`src/rtl/opb_register_bank_ppc2simulink.sv`:
```
// OPB slave register bank: a small array of 32-bit software-writable registers
// exported to user logic.
//
// Ports:
//   OPB_Clk, OPB_Rst_n   clock and asynchronous active-low reset
//   OPB_ABus/BE/DBus     address, byte enables (BE[0] -> DBus[0:7]), write data
//   OPB_RNW/select       read-not-write and transfer select (OPB_seqAddr ignored)
//   Sl_DBus              read data, zero outside a read acknowledge
//   Sl_xferAck/errAck    one-cycle acknowledge / error acknowledge
//   Sl_retry/toutSup     tied low
//   user_data_out        register k on bits [32k+31:32k]
//   user_wr_strobe       one-cycle pulse per register when written
module opb_register_bank_ppc2simulink #(
  parameter logic [31:0]           C_BASEADDR   = 32'h0100_0500,
  parameter logic [31:0]           C_HIGHADDR   = 32'h0100_05FF,
  parameter int unsigned           C_NUM_REGS   = 4,
  parameter logic [C_NUM_REGS-1:0] C_PULSE_MASK = '0,
  parameter logic [31:0]           C_RESET_VAL  = 32'h0
) (
  input  logic                    OPB_Clk,
  input  logic                    OPB_Rst_n,
  input  logic [0:31]             OPB_ABus,
  input  logic [0:3]              OPB_BE,
  input  logic [0:31]             OPB_DBus,
  input  logic                    OPB_RNW,
  input  logic                    OPB_select,
  input  logic                    OPB_seqAddr,
  output logic [0:31]             Sl_DBus,
  output logic                    Sl_xferAck,
  output logic                    Sl_errAck,
  output logic                    Sl_retry,
  output logic                    Sl_toutSup,
  output logic [C_NUM_REGS*32-1:0] user_data_out,
  output logic [C_NUM_REGS-1:0]   user_wr_strobe
);

  typedef enum logic [1:0] {StIdle, StAck, StHold} state_e;

  state_e      state_q, state_d;
  logic [3:0]  idx_q;
  logic        err_q, rnw_q;
  logic [31:0] regs_q [C_NUM_REGS];
  logic [31:0] regs_d [C_NUM_REGS];

  // Descending-order views of the big-endian bus: be[3] == OPB_BE[0] covers dbus[31:24].
  logic [31:0] abus, dbus, offset, rd_data;
  logic [3:0]  be;
  logic        hit, in_ack, wr_en;
  logic        unused_bits;

  assign abus   = OPB_ABus;
  assign dbus   = OPB_DBus;
  assign be     = OPB_BE;
  assign offset = abus - C_BASEADDR;
  assign hit    = OPB_select && (abus >= C_BASEADDR) && (abus <= C_HIGHADDR);

  assign unused_bits = ^{OPB_seqAddr, offset[1:0]};

  assign Sl_retry   = 1'b0;
  assign Sl_toutSup = 1'b0;

  always_comb begin
    state_d = state_q;
    unique case (state_q)
      StIdle:  if (hit) state_d = StAck;
      StAck:   state_d = OPB_select ? StHold : StIdle;
      StHold:  if (!OPB_select) state_d = StIdle;
      default: state_d = StIdle;
    endcase
  end

  always_ff @(posedge OPB_Clk or negedge OPB_Rst_n) begin
    if (!OPB_Rst_n) begin
      state_q <= StIdle;
      idx_q   <= '0;
      err_q   <= 1'b0;
      rnw_q   <= 1'b0;
    end else begin
      state_q <= state_d;
      // Capture the decode once, on the select cycle of a hit.
      if (state_q == StIdle && hit) begin
        idx_q <= offset[5:2];
        err_q <= (offset[31:2] >= 30'(C_NUM_REGS));
        rnw_q <= OPB_RNW;
      end
    end
  end

  always_comb begin
    // A master dropping select during StAck aborts the transfer silently.
    in_ack         = (state_q == StAck) && OPB_select;
    Sl_xferAck     = in_ack && !err_q;
    Sl_errAck      = in_ack && err_q;
    wr_en          = Sl_xferAck && !rnw_q;
    rd_data        = '0;
    user_wr_strobe = '0;
    for (int k = 0; k < int'(C_NUM_REGS); k++) begin
      if (idx_q == 4'(k)) begin
        rd_data           = regs_q[k];
        user_wr_strobe[k] = wr_en;
      end
    end
    Sl_DBus = (Sl_xferAck && rnw_q) ? rd_data : '0;

    for (int k = 0; k < int'(C_NUM_REGS); k++) begin
      // Self-clearing registers fall back to the reset value the cycle after any write.
      regs_d[k] = C_PULSE_MASK[k] ? C_RESET_VAL : regs_q[k];
      if (user_wr_strobe[k]) begin
        for (int b = 0; b < 4; b++) begin
          if (be[b]) regs_d[k][8*b +: 8] = dbus[8*b +: 8];
        end
      end
    end
  end

  always_ff @(posedge OPB_Clk or negedge OPB_Rst_n) begin
    if (!OPB_Rst_n) begin
      for (int k = 0; k < int'(C_NUM_REGS); k++) regs_q[k] <= C_RESET_VAL;
    end else begin
      for (int k = 0; k < int'(C_NUM_REGS); k++) regs_q[k] <= regs_d[k];
    end
  end

  always_comb begin
    user_data_out = '0;
    for (int k = 0; k < int'(C_NUM_REGS); k++) user_data_out[32*k +: 32] = regs_q[k];
  end

endmodule

```
`config.mk`:
```
export PLATFORM = sky130hd
export DESIGN_NAME = opb_register_bank_ppc2simulink
export DESIGN_NICKNAME = d
export VERILOG_FILES = /design/src/rtl/opb_register_bank_ppc2simulink.sv
export SDC_FILE = /design/constraint.sdc
export NUM_CORES = 1
export LEC_CHECK = 0
export CORE_ASPECT_RATIO = 1.75
export CORE_UTILIZATION = 40
export CTS_CLUSTER_SIZE = 10
export DETAILED_ROUTE_END_ITERATION = 10
export GPL_ROUTABILITY_DRIVEN = 0
export GPL_TIMING_DRIVEN = 0
export PLACE_DENSITY = 0.75
export RECOVER_POWER = 100
export SLEW_MARGIN = 20
export SYNTH_ARGS = -nofsm -noshare
export SYNTH_HDL_FRONTEND = slang
export SYNTH_SLANG_ARGS = --single-unit
export TNS_END_PERCENT = 50
```
`constraint.sdc`:
```
create_clock -name OPB_Clk -period 2 [get_ports OPB_Clk]
set_clock_uncertainty 0.05 [all_clocks]
set_input_delay 0.4 -clock OPB_Clk [delete_from_list [all_inputs] [get_ports OPB_Clk]]
set_output_delay 0.4 -clock OPB_Clk [all_outputs]
set_load 0.05 [all_outputs]
```
==> impl_metrics.py, run 1 <==
metrics = {
    "critical_path": {
        "critical_path_required_ps": 1550,
        "reg2regPathDepth": 8,
        "r2r-end": "user_data_out[50]",
        "slowest_stage": "dfrtp_2",
        "end_kind": "primary output",
        "crit_path_cell_trace": "nor4b_4 -> buf_4 -> buf_8 -> a22oi_2 -> a21oi_4 -> buf_6",
        "worstReg2RegStart": "idx_q[2]",
        "cp_max_fo": 10,
        "crit_type": "flip-flop to primary output",
        "critPathMaxStageDelay_ps": 470,
        "r2r_slack_ps": -300,
        "arrival_ps": 2070,
        "startpoint_type": "flip-flop",
    },
    "grt": {
        "grt_max_degree": 72,
        "grt_first_pass_wirelength_um": 31500,
        "grt_pass1_vias": 5683,
        "grt.total_usage_pct": 26.4,
        "globalRouteOverflowTotal": 0,
        "antenna_found_initial": 0,
    },
    "route": {
        "drc_errors": 0,
        "vias": 5322,
        "firstDrtPassIters": 5,
        "viasPerCell": 5.58,
        "wl_per_cell_um": 21.6,
        "totalWireLength_um": 20600,
        "ant_nets": 0,
        "first_iter_violations": 141,
    },
    "floorplanning": {
        "initial_core_util_pct": 40.9,
        "die_y_um": 168,
        "row_count": 60,
        "dieArea_mm2": 0.0162,
        "io_pins": 241,
        "die_w_um": 96.6,
        "core_area_mm2": 0.0153,
    },
    "outcome": {
        "failed_checks": "setup timing",
        "outcome": "complete, but fails checks",
    },
    "layout": {
        "diodes": 0,
        "final_common_cell": "mux2_2",
        "utilization_pct": 71.4,
        "multi_input_area_mm2": 0.00376,
        "final_cells": 954,
        "final_cell_mix": "mux2_2 (143), dfrtp_1 (132), dlygate4sd2_1 (128)",
        "register_area_mm2": 0.00341,
        "layout.nets": 828,
        "syn2layout_area_growth_pct": 74.7,
        "nFillCells": 1104,
        "layout-drive-gt1-share_pct": 52.6,
    },
    "clocking": {
        "h-tree-depth": 4,
        "clock_sinks": 136,
        "clk_pin_slew_worst_paths_ps": 60,
        "cts_buffers": 17,
        "clock_latency_ps": 420,
        "cts-root-buf": "clkbuf_16",
        "clockBufferDepth": 2,
        "cts_tree": "built",
    },
    "sta": {
        "setup_viol": 84,
        "timing.fmax_mhz": 397,
        "min_period_ps": 2520,
        "hold_viol_final": 0,
        "tightestPinTransition_ps": 981,
        "rsz0062_at_grt": "true",
        "finalWorstSetupSlack_ps": -521,
        "max_slew_margin_pct": 34.6,
        "final-max-slew-violation-count": 0,
        "timing.final.crit_share_pct": 126,
        "final.setup.tns_ps": -25340,
    },
    "yosys": {
        "ys_ff_latch": 136,
        "synth.avg_cell_area_um2": 13.3,
        "syn_inst": 471,
        "ys_types": 30,
        "seq_area_frac_synth_pct": 54.3,
        "synth_area_mm2": 0.00626,
        "synth_warnings": 0,
    },
    "power": {
        "power_density_mw_per_mm2": 548,
        "ir_drop_mv": 0.497,
        "p_total_w": 0.00599,
        "p_leak_nw": 5.34,
    },
    "worst_hold_path": {
        "hp-class": "input port to flip-flop",
        "hold_start": "OPB_select",
        "whs_path_depth": 2,
        "min_to": "state_q[1]",
    },
    "job": {
        "drv_cap": 0,
    },
    "placement": {
        "portBuffers": 235,
        "hpwlAfterDp_um": 14600,
        "placed_cells": 894,
        "dp_slack_ps": -1320,
    },
}
worst max-delay path by stage:
stage	startpoint	endpoint
2_1_floorplan	state_q[1]	user_data_out[64]
3_3_place_gp	OPB_Rst_n	idx_q[1]
3_5_place_dp	OPB_select	Sl_DBus[17]
4_1_cts	idx_q[0]	Sl_DBus[19]
5_1_grt	idx_q[2]	Sl_DBus[18]
6_report	idx_q[2]	Sl_DBus[17]
cell type report:
class | count | share of cell area [%]
Sequential cell | 136 | 31.1
Multi-Input combinational cell | 314 | 34.4
Tap cell | 186 | 2.13
Clock buffer | 19 | 4.05
Buffer | 20 | 3.53
Clock inverter | 13 | 1.11
Timing Repair Buffer | 265 | 23.6
Inverter | 1 | 0.0572
routing by layer:
metal	up-vias	wire length [um]	global-route usage, %
met5	-	0	0
met3	39	918	4.95
met1	2778	7330	28.0
met2	186	11800	48.7
li1	2319	-	-
met4	0	620	11.4
logic make-up after synthesis:
logic type	count (synthesis)	share of synthesized area, %
multiplexers	166	29.8
buffers and inverters	22	1.48
XOR/XNOR	1	0.140
flip-flops	136	54.3
other	1	0.0599
AND/OR/NAND/NOR	81	7.75
AO/OA/AOI/OAI	64	6.39
sequential cells by signal (all words and copies together) (netlist names):
name and flops:
rnw_q 1, err_q 1, state_q 2, user_data_out 128, idx_q 4
what timing repair did:
item / CTS / global route
hold buffers: 1 / 0
setup endpoints to repair: 300 / 155
buffers inserted: 18 / 6
gates cloned: 2 / 3
endpoints found under the hold margin: 70 / 0
resized for setup: 511 / 24
pin swaps: 14 / 14
report_power, final:
group	internal, W	total (W)	switching [W]
sequential	0.00275	0.00275	0.00000000102
combinational	0.000134	0.000263	0.000128
clock	0.00175	0.00298	0.00123
critical path: cells and delay by family (launching register included):
| kind | cells | cell delay [ps] |
|---|---|---|
| compound gates | 2 | 260 |
| buf+inv | 3 | 550 |
| flops | 1 | 470 |
| simple gates | 1 | 360 |
per-stage QoR:
stage / hold slack, ps / area (um^2)
after floorplan: 54.4 / 6960
after global placement: 459 / 9540
after detailed placement: 352 / 9570
after CTS: 416 / 10800
after global routing: 429 / 10900
final: 437 / 10900
cell usage after synthesis:
cell type | instances | area share (%)
nor4b_2 | 2 | 0.48
buf_1 | 5 | 0.30
mux2_2 | 165 | 30
nand4bb_1 | 1 | 0.18
nand2b_1 | 1 | 0.10
nand2_2 | 4 | 0.40
nor3b_2 | 3 | 0.60
nand2_1 | 36 | 2.2
mux2_1 | 1 | 0.18
nor4_1 | 6 | 0.60
a21oi_1 | 32 | 2.6
nor4bb_1 | 1 | 0.16
or3_1 | 2 | 0.20
nor2_1 | 1 | 0.060
nand4_1 | 2 | 0.20
nand3_2 | 4 | 0.64
buf_4 | 2 | 0.24
dfrtp_1 | 136 | 54
inv_1 | 1 | 0.060
and2_1 | 5 | 0.50
nor4b_1 | 4 | 0.56
nor3_1 | 2 | 0.16
nor4_2 | 1 | 0.20
xor2_1 | 1 | 0.14
and4b_1 | 1 | 0.16
clkbuf_1 | 12 | 0.72
a22oi_1 | 32 | 3.8
nand3_1 | 5 | 0.40
conb_1 | 1 | 0.060
buf_2 | 2 | 0.16
Power figures use the tool's default switching activity.
==> run 2: changes to the inputs <==
--- a/config.mk
+++ b/config.mk
@@ -11,7 +11,7 @@
 export DETAILED_ROUTE_END_ITERATION = 10
 export GPL_ROUTABILITY_DRIVEN = 0
 export GPL_TIMING_DRIVEN = 0
-export PLACE_DENSITY = 0.75
+export PLACE_DENSITY = 0.81
 export RECOVER_POWER = 100
 export SLEW_MARGIN = 20
 export SYNTH_ARGS = -nofsm -noshare
==> run 2 against run 1 <==
- the flow still finishes with violations (setup timing)
- utilization rose by 0.34 points
- flip-flop and latch count did not move
- clock power rose by 6.7%
- non-clock buffer count rose by 2
- worst hold slack got worse by 20 ps
- routed wire length rose by 3.1%
==> impl_metrics.py, run 2 (same netlist as run 1, synthesis figures left out) <==
metrics = {
    "outcome": {
        "outcome": "complete, but fails checks",
        "failed_checks": "setup timing",
    },
    "power": {
        "ir_drop_mv": 0.474,
        "internal_power_w": 0.00485,
        "swShare_pct": 21.7,
        "clockPowerShare_pct": 51.3,
        "p_leak_nw": 5.33,
        "power_density_mw_per_mm2": 564,
        "p_total_w": 0.00620,
        "power.switching_w": 0.00134,
        "p_comb_share_pct": 4.3,
        "p_seq_share_pct": 44.4,
    },
    "route": {
        "wl_per_cell_um": 22.3,
        "drc_errors": 0,
        "wl_met3_um": 772,
        "ant_nets": 0,
        "totalWireLength_um": 21300,
        "wl_met2_um": 12200,
        "drt-met1-wl_um": 7450,
        "first_iter_violations": 157,
        "vias": 5257,
        "firstDrtPassIters": 4,
        "viasPerCell": 5.50,
        "dr.max_layer_used": "met4",
    },
    "layout": {
        "layout.nets": 830,
        "layout-drive-gt1-share_pct": 53.2,
        "final_cell_mix": "mux2_2 (145), dfrtp_1 (132), dlygate4sd2_1 (128)",
        "diodes": 0,
        "final_common_cell": "mux2_2",
        "largest_reg_flops": 128,
        "syn2layout_area_growth_pct": 75.5,
    },
    "floorplanning": {
        "row_count": 60,
        "dieArea_mm2": 0.0162,
        "io_pins": 241,
        "die_w_um": 96.6,
        "initial_core_util_pct": 40.9,
        "core_area_mm2": 0.0153,
        "die_y_um": 168,
    },
    "sta": {
        "min_period_ps": 2520,
        "rsz0062_at_grt": "true",
        "timing.final.crit_share_pct": 126,
        "hold_viol_final": 0,
        "max_slew_margin_pct": 36.5,
        "hold_ws_ps": 417,
        "final-max-slew-violation-count": 0,
        "timing.fmax_mhz": 397,
        "tightestPinTransition_ps": 952,
        "finalWorstSetupSlack_ps": -518,
        "setup_viol": 100,
    },
    "grt": {
        "globalRouteOverflowTotal": 0,
        "grt_pass1_vias": 5760,
        "grt.total_usage_pct": 27.1,
        "antenna_found_initial": 0,
        "grt_max_degree": 70,
        "grt_first_pass_wirelength_um": 32400,
    },
    "clocking": {
        "clk_pin_slew_worst_paths_ps": 60,
        "clock_sinks": 136,
        "h-tree-depth": 4,
        "cts_tree": "built",
        "cts_buffers": 17,
        "cts-root-buf": "clkbuf_16",
        "clock_latency_ps": 420,
        "clockBufferDepth": 2,
    },
    "critical_path": {
        "crit_type": "flip-flop to primary output",
        "critical_path_required_ps": 1550,
        "end_kind": "primary output",
        "cp_max_fo": 7,
        "startpoint": "idx_q[1]",
        "worstReg2RegStart": "idx_q[2]",
        "startpoint_type": "flip-flop",
        "arrival_ps": 2070,
    },
    "job": {
        "drv_cap": 0,
    },
    "placement": {
        "hpwlAfterDp_um": 14600,
        "portBuffers": 235,
    },
    "worst_hold_path": {
        "hp-class": "input port to flip-flop",
        "hold_start": "OPB_select",
    },
}
run 2: layer usage:
layer  global-route usage (%)  vias up
met1                     29.3     2700
met3                     4.27       44
met2                     49.0      188
li1                         -     2325
met4                     14.1        0
met5                        0        -
run 2: critical path, cell delays in order, from the launching register on:
cell,delay [ps]
dfrtp_2,450
nor4_4,370
buf_6,220
clkbuf_16,190
nand2_4,60
a21oi_4,170
buf_6,180
run 2: cell type report:
type / count / area [um^2]
plain buffers: 19 / 332
clock inverters: 14 / 173
fillers: 1074 / 4320
multi-input cells: 314 / 3780
clock buffers: 18 / 429
inverters: 1 / 6.26
flip-flops and latches: 136 / 3410
well taps: 186 / 233
repair buffers: 268 / 2630
run 2: power by group through the flow:
stage               Sequential, W  Clock (W)  Combinational, W
floorplan                 0.00280          0         0.0000228
global placement          0.00280          0          0.000244
detailed placement        0.00280          0          0.000260
CTS                       0.00275    0.00322          0.000268
global route              0.00275    0.00336          0.000288
finish                    0.00275    0.00318          0.000264
run 2: path summary, 6_finish.rpt:
check                                endpoint  slack [ps]  cells after the start
min in group asynchronous   user_data_out[78]         650                      2
hold reg to reg            user_data_out[115]         480                      1
hold / removal                     state_q[1]         420                      2
setup / recovery                   Sl_DBus[6]        -520                      6
max in group asynchronous   user_data_out[31]         230                      3
setup reg to reg            user_data_out[38]        -220                      7
run 2: metrics by stage:
stage | area (um^2) | util [%] | setup slack (ps) | setup TNS (ps) | cells
6_report | 11000 | 71.8 | -518 | -25650 | 956
5_1_grt | 11000 | 71.8 | -550 | -31490 | 956
4_1_cts | 10800 | 70.2 | -469 | -15980 | 947
3_5_place_dp | 9570 | 62.5 | -1410 | -129260 | 894
3_3_place_gp | 9540 | 62.3 | -5160 | -759900 | 893
2_1_floorplan | 6960 | - | -301 | -24570 | 472
run 2: timing repair:
action / 4_1_cts / 5_1_grt
cloned: 3 / 3
pin swaps: 14 / 29
hold buffers: 1 / 0
buffers inserted: 18 / 7
setup endpoints to repair: 300 / 168
hold endpoints to repair: 67 / 0
resized for setup: 495 / 48
